[src/rtl/wbp_rr_arbiter.sv]
// Two-master, one-slave Wishbone pipelined arbiter with round-robin ownership.
// Each master keeps the bus for its whole cycle, and acks/errors go only to the owner.
//   state | meaning
//   IDLE  | no owner, both masters stalled
//   OWN_A | master A owns the downstream port
//   OWN_B | master B owns the downstream port
module wbp_rr_arbiter #(
  parameter int AW       = 12,
  parameter int DW       = 32,
  parameter int LGMAXOUT = 4
) (
  input  logic            i_clk,
  input  logic            i_reset_n,
  input  logic            i_acyc,
  input  logic            i_astb,
  input  logic            i_awe,
  input  logic [AW-1:0]   i_aaddr,
  input  logic [DW-1:0]   i_adata,
  input  logic [DW/8-1:0] i_asel,
  output logic            o_astall,
  output logic            o_aack,
  output logic            o_aerr,
  output logic [DW-1:0]   o_adata,
  input  logic            i_bcyc,
  input  logic            i_bstb,
  input  logic            i_bwe,
  input  logic [AW-1:0]   i_baddr,
  input  logic [DW-1:0]   i_bdata,
  input  logic [DW/8-1:0] i_bsel,
  output logic            o_bstall,
  output logic            o_back,
  output logic            o_berr,
  output logic [DW-1:0]   o_bdata,
  output logic            o_mcyc,
  output logic            o_mstb,
  output logic            o_mwe,
  output logic [AW-1:0]   o_maddr,
  output logic [DW-1:0]   o_mdata,
  output logic [DW/8-1:0] o_msel,
  input  logic            i_mstall,
  input  logic            i_mack,
  input  logic            i_merr,
  input  logic [DW-1:0]   i_mdata
);

  typedef enum logic [1:0] {IDLE = 2'd0, OWN_A = 2'd1, OWN_B = 2'd2} state_t;

  state_t              state_q, state_d;
  logic                last_b_q, last_b_d;
  logic [LGMAXOUT-1:0] cnt_q, cnt_d;
  logic                a_req, b_req, full, accept, own_cyc;

  always_comb begin
    a_req    = i_acyc && i_astb;
    b_req    = i_bcyc && i_bstb;
    full     = (cnt_q == {LGMAXOUT{1'b1}});
    own_cyc  = 1'b0;
    o_mcyc   = 1'b0;
    o_mstb   = 1'b0;
    o_mwe    = 1'b0;
    o_maddr  = '0;
    o_mdata  = '0;
    o_msel   = '0;
    o_astall = 1'b1;
    o_bstall = 1'b1;
    o_aack   = 1'b0;
    o_back   = 1'b0;
    o_aerr   = 1'b0;
    o_berr   = 1'b0;
    o_adata  = i_mdata;
    o_bdata  = i_mdata;

    case (state_q)
      OWN_A: begin
        own_cyc  = i_acyc;
        o_mcyc   = i_acyc;
        o_mstb   = i_acyc && i_astb && !full;
        o_mwe    = i_awe;
        o_maddr  = i_aaddr;
        o_mdata  = i_adata;
        o_msel   = i_asel;
        o_astall = i_mstall || full;
        o_aack   = i_mack && i_acyc;
        o_aerr   = i_merr && i_acyc;
      end
      OWN_B: begin
        own_cyc  = i_bcyc;
        o_mcyc   = i_bcyc;
        o_mstb   = i_bcyc && i_bstb && !full;
        o_mwe    = i_bwe;
        o_maddr  = i_baddr;
        o_mdata  = i_bdata;
        o_msel   = i_bsel;
        o_bstall = i_mstall || full;
        o_back   = i_mack && i_bcyc;
        o_berr   = i_merr && i_bcyc;
      end
      default: ;
    endcase

    accept   = o_mstb && !i_mstall;
    state_d  = state_q;
    last_b_d = last_b_q;
    cnt_d    = cnt_q;

    case (state_q)
      IDLE: begin
        // On a tie, the master that did not own the bus last wins.
        if (a_req && (!b_req || last_b_q)) state_d = OWN_A;
        else if (b_req)                    state_d = OWN_B;
      end
      OWN_A, OWN_B: begin
        if (!own_cyc) begin
          // Owner aborted: whatever is still in flight is forgotten.
          cnt_d    = '0;
          last_b_d = (state_q == OWN_B);
          if (state_q == OWN_A) state_d = b_req ? OWN_B : IDLE;
          else                  state_d = a_req ? OWN_A : IDLE;
        end else if (i_merr) begin
          cnt_d = '0;
        end else if (accept && !i_mack) begin
          cnt_d = cnt_q + 1'b1;
        end else if (!accept && i_mack && (cnt_q != '0)) begin
          cnt_d = cnt_q - 1'b1;
        end
      end
      default: state_d = IDLE;
    endcase
  end

  always_ff @(posedge i_clk) begin
    if (!i_reset_n) begin
      state_q  <= IDLE;
      cnt_q    <= '0;
      last_b_q <= 1'b1;
    end else begin
      state_q  <= state_d;
      cnt_q    <= cnt_d;
      last_b_q <= last_b_d;
    end
  end

endmodule

[config.mk]
export PLATFORM = sky130hd
export DESIGN_NAME = wbp_rr_arbiter
export DESIGN_NICKNAME = d
export VERILOG_FILES = /design/src/rtl/wbp_rr_arbiter.sv
export SDC_FILE = /design/constraint.sdc
export NUM_CORES = 1
export LEC_CHECK = 0
export ABC_AREA = 1
export BUFFER_PORTS_ARGS = -buffer_cell sky130_fd_sc_hd__buf_2
export CAP_MARGIN = 20
export CORE_AREA = 2 2 102 104
export CTS_CLUSTER_SIZE = 28
export DETAILED_ROUTE_END_ITERATION = 10
export DIE_AREA = 0 0 104 106
export PLACE_DENSITY = 0.57
export SLEW_MARGIN = 40
export SYNTH_ARGS = -nofsm -noshare
export SYNTH_HDL_FRONTEND = slang
export SYNTH_SLANG_ARGS = --single-unit
[constraint.sdc]
create_clock -name i_clk -period 3 [get_ports i_clk]
set_clock_uncertainty 0.2 [all_clocks]
set_input_delay 0.3 -clock i_clk [delete_from_list [all_inputs] [get_ports i_clk]]
set_output_delay 0.3 -clock i_clk [all_outputs]
set_load 0.02 [all_outputs]
==> results.md <==
- WHS: 0.1324 ns
- DRT iter0 DRCs: 100
- Routability cong.: 0.8625
- Residual DRC: 0
- Grt ovf: 0
- Vias in the first global route: 1728
- Die Y: 106 um
- H-tree levels: 1
- Synth warn: 0
- DRT antenna net count: 0
- Tightest Pin Transition: 0.3679 ns
- Rows: 37
- Place WS: 0.4496 ns
- Fmax: 393.2 MHz
- Hold_buf cts: 0
- Cells after synthesis: 226
- Syn Nets: 372
- Minimum clock period: 2.543 ns
- Final Hold Viols: 0
- Core ar.: 10000 sq um
- CP Cell Sequence: inv_1 -> ha_1 -> nand2_1 -> inv_1 -> buf_4 -> a22o_1 -> buf_2
- Worst slew margin: 75.47%
- CTS sink count: 7
- Slowest cell on crit path: ha_1
- Final setup TNS: 0 ns
- PortBufs: 163
- Routed vias/inst: 4.105
- Antenna diodes: 0
- Leak pwr: 0.001266 uW
- Die width: 104 um
- GRT Total Usage: 10.17%
- Setup CP Type: register to output port
- DIE AREA: 11020 sq um
- Layout cells sized above 1: 57.28%
- Resize count post-CTS: 0
- CTS max path bufs: 2
- Area after DPL: 2127 sq um
- Final Cell Area: 2172 sq um
- Unrepaired setup endpoints after global routing: no
- Pin count of the biggest net entering global routing: 40
- Area grow syn2layout: 31.91%
- Post-Syn Area: 1647 sq um
- Initial Util: 16.47%
- First-pass iteration count of the detailed router: 4
- Cells after DPL: 455
- CTS tree: done
- HPWL Detailed: 5439 um
- CTS root buffer: clkbuf_8
- Post-CTS setup buffer count: 0
- Crit share post-route: 84.78%
- Pins Over Slew Limit: 0
- CP arrival: 2.04 ns
- Ports: 260
- Startpoint class of the critical path: register
- Clock transition at path regs: 0.04 ns
- Most used cell, CP: inv_1
- Post-synthesis register bit count: 7
- Clk Latency, worst-skew pair: 0.23 ns
- PwrDens: 760.6 nW/um^2
- Worst-path maximum fanout: 39
- Via count: 1884
- Worst setup EP type: output port
- First-pass GRT wire length: 8935 um
- Final worst slack: 0.4567 ns
- Status: complete, no violations
- Synth Area per Inst: 7.286 sq um
- Initial antenna violation count: 0
- Final wirelength: 6273 um
- Post-synthesis cell type count: 26
- Highest cell delay on the worst timing path: 0.39 ns
- Routed length per instance: 13.67 um
- Hold WC Path Type: input port to register
- Count of non-filler cells in the finished layout: 459
- Sequential fraction of the synthesis area: 8.511%
- Max_cap viols: 0
- CP required: 2.50 ns
- Nets: 470
- Max VDD drop: 0.0004008 V
- Num CTS Buffers: 3
- Setup-failing EPs final: 0
==> sequential cells by signal, indices dropped and copies added, names as in the netlist <==
name / count
cnt_q: 4
last_b_q: 1
state_q: 2
==> path summary, 6_finish.rpt <==
check	depth (start not counted)	start	end	slack, ns
worst max-delay path	7	state_q[1]	o_msel[3]	0.46
worst min-delay path	2	i_reset_n	last_b_q	0.13
worst max register to register	13	state_q[1]	cnt_q[3]	0.47
worst min register to register	2	last_b_q	last_b_q	0.32
==> synthesized netlist by cell type <==
library cell	instances	area share, %
buf_2	8	2.4
nand2_1	18	4.1
nor2_1	15	3.4
nor3_1	1	0.30
nand3_1	5	1.5
nand4_4	1	1.3
a21oi_1	5	1.5
o211ai_1	1	0.46
o21ai_0	7	2.1
nor2_4	3	2.1
fa_1	1	1.2
xor2_1	1	0.53
nand2_2	4	1.5
buf_4	66	30
nand3_2	1	0.61
dfxtp_1	7	8.5
nand3b_1	1	0.46
ha_1	6	4.6
or2_0	1	0.38
a22o_1	49	26
inv_2	4	0.91
a21oi_2	1	0.53
a211oi_1	1	0.46
o21ai_1	1	0.30
a211oi_2	1	0.76
inv_1	17	3.9
==> where the power goes <==
| part | switching, uW | total, uW | internal, uW |
|---|---|---|---|
| registers | 30.7 | 156 | 125 |
| logic | 847 | 1360 | 514 |
| clock network | 43.1 | 135 | 92.1 |
==> cell type report <==
| class | count | area [sq um] |
|---|---|---|
| Sequential cell | 7 | 140.1 |
| Multi-Input combinational cell | 124 | 892.1 |
| Tap cell | 136 | 170.2 |
| Clock buffer | 4 | 45.04 |
| Inverter | 21 | 78.83 |
| Timing Repair Buffer | 167 | 845.8 |
| Fill cell | 1130 | 7828 |
==> routing by layer <==
layer	track usage, %	up-vias	share of wire (%)
met5	0	-	0
met4	1.834	0	0.40
met3	4.537	2	11
met2	18.00	127	50
met1	11.38	844	38
li1	-	911	-
==> worst max-delay path: cells and delay by family (launching register included) <==
family                     cells  cell delay, ns
buffers and inverters          4            0.69
adders and majority gates      1            0.39
DFF                            1            0.36
AOI/OAI and AO/OA              1            0.25
and+or+nand+nor                1            0.10
==> metrics by stage <==
step / utilization, % / power, uW
after global routing: 21.72 / 1789
after floorplan: - / 1232
final: 21.72 / 1652
after CTS: 21.72 / 1676
after global placement: 21.27 / 1512
after detailed placement: 21.27 / 1525
==> placed cells by master, fill, tap and decap left out <==
master      n
clkbuf_8    3
nand2_2     4
nand4_4     1
nor2_4      3
buf_2     163
a211oi_2    1
clkbuf_1    1
nand3_1     5
a211oi_1    1
inv_2       4
nor3_1      1
nand3b_1    1
o21ai_0     7
inv_1      17
or2_0       1
fa_1        1
nand3_2     1
a21oi_2     1
ha_1        6
xor2_1      1
nand2_1    18
buf_4       4
nor2_1     15
dfxtp_1     7
o211ai_1    1
a21oi_1     5
a22o_1     49
o21ai_1     1
==> kinds of logic after synthesis <==
kind of cell / count (synthesis) / synth area share [%]
AO/OA/AOI/OAI: 66 / 32.22
XOR/XNOR: 1 / 0.5320
flip-flops: 7 / 8.510
AND/OR/NAND/NOR: 50 / 15.65
buffers and inverters: 95 / 37.31
adder cells (fa/ha/maj): 7 / 5.775
(Power assumes the default switching activity.)
